**config.mk**
```make
export PLATFORM = sky130hd
export DESIGN_NAME = pc_flow_ctrl
export DESIGN_NICKNAME = d
export VERILOG_FILES = /design/src/rtl/pc_flow_ctrl.sv
export SDC_FILE = /design/constraint.sdc
export NUM_CORES = 1
export LEC_CHECK = 0
export BUFFER_PORTS_ARGS = -buffer_cell sky130_fd_sc_hd__buf_2
export CAP_MARGIN = 25
export CORE_MARGIN = 2
export CORE_UTILIZATION = 31
export CTS_CLUSTER_DIAMETER = 150
export CTS_CLUSTER_SIZE = 8
export DETAILED_ROUTE_END_ITERATION = 12
export GPL_TIMING_DRIVEN = 1
export PLACE_DENSITY = 0.76
export SLEW_MARGIN = 20
export SYNTH_ARGS = -nofsm -noshare
export SYNTH_HDL_FRONTEND = slang
export SYNTH_SLANG_ARGS = --single-unit
export TNS_END_PERCENT = 100
```
**constraint.sdc**
```tcl
create_clock -name clk -period 1.7 [get_ports clk]
set_clock_uncertainty 0.15 [all_clocks]
set_input_delay 0.17 -clock clk [delete_from_list [all_inputs] [get_ports clk]]
set_output_delay 0.17 -clock clk [all_outputs]
set_load 0.005 [all_outputs]
```
**src/rtl/pc_flow_ctrl.sv**
```systemverilog
// -----------------------------------------------------------------------------
// pc_flow_ctrl
//
// Fetch-flow controller for a classic five-stage front end. It combines three
// sources of fetch disruption: taken-branch redirects from EX, load-use
// hazards from ID, and instruction-memory wait states. From these it drives
// the PC register controls and the squash/hold strobes of the IF/ID and ID/EX
// pipeline latches.
//
// Priority in every state: br_taken > ld_use > !imem_rdy.
//
// All control outputs are Mealy: they depend on the registered state and the
// current inputs, so a cause and its response appear in the same cycle. Only
// the FSM state, the 3-bit down-counter and the optional performance counters
// are registered.
//
// Optional feature (compile-time macro PERF_CNT_EN):
//   When defined, the ports stall_cnt and flush_cnt exist. They are saturating
//   counters, cleared only by rst. When undefined, both ports and their
//   registers are absent.
//
// Parameters
//   DBITS        datapath / PC width
//   FLUSH_CYCLES extra IF-bubble cycles after a redirect (0..7)
//   LU_CYCLES    PC/ID hold cycles per load-use hazard (1..7)
//   CNT_BITS     performance counter width
//
// Ports
//   clk        in   1         clock, rising edge
//   rst        in   1         asynchronous, active-high reset
//   br_taken   in   1         EX resolved a taken branch/jump (1-cycle pulse)
//   br_target  in   DBITS     redirect address, valid with br_taken
//   ld_use     in   1         ID detected a load-use hazard
//   imem_rdy   in   1         instruction memory returns valid data this cycle
//   pc_jmp     out  1         load pc_target into PC at the next edge
//   pc_stall   out  1         hold PC
//   pc_target  out  DBITS     word-aligned br_target
//   flush_if   out  1         write NOOP into the IF/ID latch
//   flush_id   out  1         write NOOP into the ID/EX latch
//   id_hold    out  1         hold the IF/ID latch contents
//   busy       out  1         controller is not in normal RUN flow
//   stall_cnt  out  CNT_BITS  cycles with pc_stall=1      (PERF_CNT_EN only)
//   flush_cnt  out  CNT_BITS  accepted redirects          (PERF_CNT_EN only)
// -----------------------------------------------------------------------------
module pc_flow_ctrl #(
  parameter int DBITS        = 32,
  parameter int FLUSH_CYCLES = 1,
  parameter int LU_CYCLES    = 1,
  parameter int CNT_BITS     = 16
) (
  input  logic             clk,
  input  logic             rst,
  input  logic             br_taken,
  input  logic [DBITS-1:0] br_target,
  input  logic             ld_use,
  input  logic             imem_rdy,
  output logic             pc_jmp,
  output logic             pc_stall,
  output logic [DBITS-1:0] pc_target,
  output logic             flush_if,
  output logic             flush_id,
  output logic             id_hold,
  output logic             busy
`ifdef PERF_CNT_EN
  ,
  output logic [CNT_BITS-1:0] stall_cnt,
  output logic [CNT_BITS-1:0] flush_cnt
`endif
);

  typedef enum logic [1:0] {
    RUN      = 2'd0,
    LU_HOLD  = 2'd1,
    FLUSH    = 2'd2,
    MEM_WAIT = 2'd3
  } state_t;

  localparam logic [2:0] FLUSH_LOAD = 3'(FLUSH_CYCLES);
  localparam logic [2:0] LU_LOAD    = 3'(LU_CYCLES - 1);

  state_t     state;
  logic [2:0] cnt;

  // Low address bits are dropped by word alignment of the redirect target.
  logic unused_target_bits;
  assign unused_target_bits = ^br_target[1:0];

  assign pc_target = {br_target[DBITS-1:2], 2'b00};

  // MEM_WAIT decodes exactly like RUN: the cycle in which imem_rdy returns is
  // a normal RUN cycle, and ld_use keeps its priority over a missing fetch.
  logic run_like;
  assign run_like = (state == RUN) || (state == MEM_WAIT);

  // ---------------------------------------------------------------------------
  // Mealy output decode
  // ---------------------------------------------------------------------------
  logic jmp_d, stall_d, flush_if_d, flush_id_d, hold_d, busy_d;

  always_comb begin
    // NOTE: every signal assigned here gets a default first; a path that
    // leaves one unassigned would infer a latch.
    jmp_d      = 1'b0;
    stall_d    = 1'b0;
    flush_if_d = 1'b0;
    flush_id_d = 1'b0;
    hold_d     = 1'b0;
    busy_d     = (state != RUN) && !((state == MEM_WAIT) && imem_rdy);

    if (br_taken) begin
      // Redirect wins over any hold or wait: squash both front-end latches.
      jmp_d      = 1'b1;
      flush_if_d = 1'b1;
      flush_id_d = 1'b1;
    end else begin
      unique case (state)
        RUN, MEM_WAIT: begin
          if (ld_use) begin
            stall_d    = 1'b1;
            hold_d     = 1'b1;
            flush_id_d = 1'b1;
          end else if (!imem_rdy) begin
            stall_d    = 1'b1;
            flush_if_d = 1'b1;
          end
        end
        LU_HOLD: begin
          stall_d    = 1'b1;
          hold_d     = 1'b1;
          flush_id_d = 1'b1;
        end
        FLUSH: begin
          // ID already holds a bubble, so ld_use is irrelevant here.
          flush_if_d = 1'b1;
          stall_d    = !imem_rdy;
        end
        default: ;
      endcase
    end
  end

  // Reset forces every control strobe low; the target is pure wiring.
  always_comb begin
    pc_jmp   = jmp_d      && !rst;
    pc_stall = stall_d    && !rst;
    flush_if = flush_if_d && !rst;
    flush_id = flush_id_d && !rst;
    id_hold  = hold_d     && !rst;
    busy     = busy_d     && !rst;
  end

  // ---------------------------------------------------------------------------
  // State and down-counter
  // ---------------------------------------------------------------------------
  always_ff @(posedge clk or posedge rst) begin
    // NOTE: sequential state uses non-blocking assignments so every register
    // samples pre-edge values regardless of statement order.
    if (rst) begin
      state <= RUN;
      cnt   <= 3'd0;
    end else if (br_taken) begin
      if (FLUSH_CYCLES == 0) begin
        state <= RUN;
        cnt   <= 3'd0;
      end else begin
        state <= FLUSH;
        cnt   <= FLUSH_LOAD;
      end
    end else begin
      unique case (state)
        RUN, MEM_WAIT: begin
          if (ld_use) begin
            if (LU_CYCLES <= 1) begin
              state <= RUN;
              cnt   <= 3'd0;
            end else begin
              state <= LU_HOLD;
              cnt   <= LU_LOAD;
            end
          end else if (!imem_rdy) begin
            state <= MEM_WAIT;
          end else begin
            state <= RUN;
          end
        end
        LU_HOLD: begin
          // A count of 0 cannot be loaded; treat it like 1 so the FSM
          // can never get stuck.
          if (cnt <= 3'd1) begin
            state <= RUN;
            cnt   <= 3'd0;
          end else begin
            cnt <= cnt - 3'd1;
          end
        end
        FLUSH: begin
          // The refill only advances on cycles that deliver an instruction.
          if (imem_rdy) begin
            if (cnt <= 3'd1) begin
              state <= RUN;
              cnt   <= 3'd0;
            end else begin
              cnt <= cnt - 3'd1;
            end
          end
        end
        default: begin
          state <= RUN;
          cnt   <= 3'd0;
        end
      endcase
    end
  end

  // ---------------------------------------------------------------------------
  // Optional performance counters
  // ---------------------------------------------------------------------------
`ifdef PERF_CNT_EN
  always_ff @(posedge clk or posedge rst) begin
    if (rst) begin
      stall_cnt <= '0;
      flush_cnt <= '0;
    end else begin
      if (pc_stall && (stall_cnt != '1)) begin
        stall_cnt <= stall_cnt + CNT_BITS'(1);
      end
      if (br_taken && (flush_cnt != '1)) begin
        flush_cnt <= flush_cnt + CNT_BITS'(1);
      end
    end
  end
`else
  localparam int unused_cnt_bits = CNT_BITS;
`endif

endmodule
```
* Word-level counts from Yosys, hierarchy flattened
Index checks and enable logic that the tools add are counted.
** Storage, ports and cells
- Flip-flop bits (word level) :: 5
- Input bits :: 37
- Output and inout port bits :: 38
- Logic and storage cells :: 47
** Operators by class
- Add/sub/neg operators :: 1
- Order comparisons :: 1
- Eq/ne operators :: 5
- Mux-type cells :: 23
- Reductions and logical operators :: 15
** Operators by type and width (count)
- two-way mux 3 bit :: 4
- two-way mux 2 bit :: 5
- two-way mux 1 bit :: 9
- case mux 3 bit (3 select lines) :: 1
- logical AND 1 bit :: 8
- != test 3 bit, second input constant :: 2
- case mux 2 bit (3 select lines) :: 1
- == test 2 bit, second input constant :: 2
- case mux 1 bit (2 select lines) :: 2
- less-or-equal comparator 3 x 1 -> 1 bit, second input constant :: 1
- logical NOT 1 bit :: 3
- case mux 1 bit (3 select lines) :: 1
- subtractor 3 x 1 -> 3 bit, second input constant :: 1
- == test 2 x 1 -> 1 bit, second input constant :: 1
- logical NOT 2 bit :: 1
- AND reduction 2 bit :: 1
- nonzero test 2 bit :: 1
- OR reduction 2 bit :: 1

* Longest topological paths before layout
- Word-level depth :: 5
- Depth in mapped cells :: 6
- Mapped depth without buffers :: 5

* Worst setup path before layout
Ideal clock, no wire load.
- Path type :: register to output
- Start :: register state[0]
- End :: output port pc_stall
- Arrival :: 1.382 ns
- Required time :: 1.380 ns
- Path slack :: -0.002 ns
- Cell stages (with the launch flop) :: 7
- Path through :: dfrtp_1 > inv_1 > ha_1 > buf_4 > inv_2 > nor3_1 > a2111oi_1
** On the way
- Word-level cells in the longest chain between the ends :: 5
- Elaborated cells on any way between the ends :: 8
- Classes of those cells :: eq/ne (3); mux (2); reduce/logical (3)
** RTL lines
- start, declared :: RTL line 81 : state_t state;
- start signal, assigned :: RTL line 159 : state <= RUN;
- start signal, assigned :: RTL line 163 : state <= RUN;
- start signal, assigned :: RTL line 166 : state <= FLUSH;
- == test 2 bit or logical NOT 2 bit (tied branches) :: RTL line 116 : unique case (state)
- OR reduction 2 bit :: RTL line 116
- case mux 1 bit (3 select lines) * :: RTL line 116
- two-way mux 1 bit * :: RTL line 110 : if (br_taken) begin
- logical AND 1 bit * :: RTL line 145 : pc_stall = stall_d && !rst;
- end, declared :: RTL line 58 : output logic pc_stall,
Every way passes the cells marked *; elsewhere a longest branch is shown, timed or not.

* Worst setup path after layout
- Start :: register state[1]
- End :: output port pc_stall
Same word-level chain as after synthesis.

==> impl_metrics.tcl <==
set metrics [dict create \
    maxCapViolations 0 \
    cp_num_buf_inv 2 \
    numPortBuffers 10 \
    clkTransAtPathRegs_ns 0.05 \
    min_path_type "in2reg" \
    ys_warn_count 0 \
    seq_area_frac_synth_pct 17.6 \
    reg2reg_from "state[1]" \
    grtUsageTotal_pct 11.6 \
    first_pass_iters 4 \
    crit_type "reg2out" \
    final_nets 128 \
    hp-start "br_taken" \
    htree_levels 1 \
    diodes 0 \
    critPathLaunchType "flop" \
    grt_start_max_net_pins 8 \
    via_per_inst 4.95 \
    syn2layout_area_growth_pct 15.3 \
    yosysMostFrequentCell "buf_4" \
    worstPathRequired_ns 1.38 \
    synth_cell_type_count 28 \
    start_util_pct 32.4 \
    period_minus_slack_ns 1.90 \
    postSynthCellCount 86 \
    cts_sinks 5 \
    rsz0062_at_grt "true" \
    netlist_area_um2 709 \
    worstRegToRegCells 6 \
    ys_top_cells_by_area "buf_4 (35%), dfrtp_1 (18%), ha_1 (12%)" \
    holdWs_ns 0.0819 \
    ir_drop_v 0.000528 \
    ys_top_cells_by_count "buf_4 (33), ha_1 (7), inv_1 (6), dfrtp_1 (5), nor2_1 (5)" \
    cts_made_buffers 3 \
    vias 549 \
    rows 17 \
    async_flop_share_pct 100 \
    avgSynthCellArea_um2 8.25 \
    ys_ff_latch 5 \
    timing.rr.end "state[1]" \
    power_density_nw_per_um2 680 \
    finalCritPeriodShare_pct 112 \
    multi_input_area_um2 437 \
    grt_first_pass_wirelength_um 2320 \
    violations "setup timing" \
    min_to "cnt[2]" \
    avgRoutedWirePerCell_um 15.8 \
    maxSlewViolCount 0 \
    cp_max_fo 6 \
    fillCellCount 203 \
    whs_path_depth 2 \
    drt_iter0_markers 14 \
    synth_top_area_share_pct 34.9 \
    critical_path.max_stage_delay_ns 0.41 \
    die-area_um2 2690 \
    drive_gt1_share_pct 53.0 \
    yosysTopAreaCell "buf_4" \
    crit_path_cell_trace "inv_2 -> ha_4 -> nor2_4 -> a2111oi_4 -> buf_2" \
    die_x_um 51.8 \
    max-clock-path-buffers 2 \
    fp.dieH_um 51.8 \
    hold_viol_final 0 \
    fmax_mhz 526 \
    grt_overflow 0 \
    end_kind "output port" \
    seqCellArea_um2 125 \
    crit_slowest_cell "dfrtp_1" \
    grt_pass1_vias 509 \
    wl_um 1750 \
    status "complete, but fails checks" \
    cp.arrival_ns 1.58 \
    total_power_w 0.000556 \
    dp_hpwl_um 1020 \
    synth_edf_count 0 \
    finalSetupViolCount 6 \
    placeableCoreArea_um2 2190 \
    leakage_nw 0.384 \
    ys.flop_type "dfrtp_1" \
    antenna_found_initial 0 \
    cts-root-buf "clkbuf_4" \
    ios 75 \
    place_congestion 0.843 \
    cts_tree "yes" \
    clock_latency_ns 0.25 \
    crit_family "flip-flops" \
    reg2reg_slack_ns -0.06 \
    drc 0 \
    ant_nets 0 \
    fin_ws_ns -0.201 \
]
==> power by group <==
part / switching (W) / internal [W]
Sequential: 0.0000130 / 0.000129
Clock: 0.0000561 / 0.0000892
Combinational: 0.000133 / 0.000136
==> cells in the final DEF (no fill, tap or decap) <==
cell type	Yosys	routed
conb_1	1	2
o21bai_1	2	2
a2111oi_4	0	1
nand3_1	1	1
o211ai_1	1	1
nor2b_1	2	1
buf_4	33	13
a211o_1	1	1
nor3_4	0	1
o311ai_4	0	1
o21ai_0	1	1
or2b_4	1	1
buf_6	0	1
clkbuf_4	0	3
o2111ai_1	2	2
nor2_4	0	1
nor2_1	5	4
inv_2	1	3
a21oi_1	2	2
a311oi_2	0	1
inv_1	6	4
ha_4	0	3
a41oi_2	0	1
dfrtp_1	5	5
nor2b_4	0	2
nor3_2	0	1
buf_2	0	10
dlygate4sd3_1	0	1
nor3_1	3	1
o21ba_2	1	1
a22o_1	1	1
clkbuf_1	0	1
nand2_1	2	2
a21o_1	1	1
a211oi_1	1	1
nor4_1	1	1
ha_1	7	4
==> layout make-up <==
class	instances	area share (%)
Timing Repair Buffer	25	20.6
Tap cell	28	4.28
Inverter	7	3.21
Clock buffer	4	3.21
Sequential cell	5	15.3
Multi-Input combinational cell	42	53.4
==> sequential cells by signal, summed over array words and instances, names as in the netlist <==
name / count
cnt: 3
state: 2
==> worst max-delay path by stage <==
stage	start	to	slack [ns]	cells after the start
after global placement	state[1]	pc_stall	-0.06	5
after floorplan	state[0]	pc_stall	0.05	6
after global routing	state[1]	id_hold	-0.28	6
final	state[1]	pc_stall	-0.20	5
after CTS	state[1]	pc_stall	-0.23	6
after detailed placement	state[1]	pc_stall	-0.11	5
==> per-layer routing <==
layer	track usage, %	up-vias	routed length (µm)	part of all wire (%)
met2	19.8	16	943	54
met1	12.8	273	687	39
met5	0	-	0	0
li1	-	254	-	-
met4	7.89	0	35	2.0
met3	2.30	6	86	4.9
==> stage by stage <==
stage | utilization (%) | setup slack (ns) | std cells | TNS, ns | cell area, µm²
2_1_floorplan | - | 0.0506 | 87 | 0 | 718
3_3_place_gp | 28.1 | -0.0633 | 100 | -0.101 | 616
3_5_place_dp | 28.1 | -0.114 | 100 | -0.278 | 616
4_1_cts | 33.5 | -0.227 | 108 | -0.744 | 734
5_1_grt | 37.4 | -0.276 | 111 | -1.37 | 818
6_report | 37.4 | -0.201 | 111 | -0.843 | 818
==> cells by family (layout without fill, tap and decap cells) <==
| group | count (synthesis) | after routing | share of synthesized area (%) |
|---|---|---|---|
| AOI/OAI and AO/OA | 17 | 17 | 18.9 |
| DFF | 5 | 5 | 17.6 |
| adders and majority gates | 7 | 7 | 12.3 |
| and+or+nand+nor | 16 | 16 | 12.0 |
| buffers and inverters | 40 | 36 | 38.6 |
| other | 1 | 2 | 0.529 |
==> what timing repair did <==
item | 4_1_cts | 5_1_grt
endpoints found under the setup margin | 7 | 7
hold buffers | 1 | 0
cloned | 0 | 0
pin swaps | 4 | 9
resized for setup | 11 | 11
hold endpoints to repair | 5 | 0
buffers inserted | 3 | 3
(Power assumes the default switching activity.)
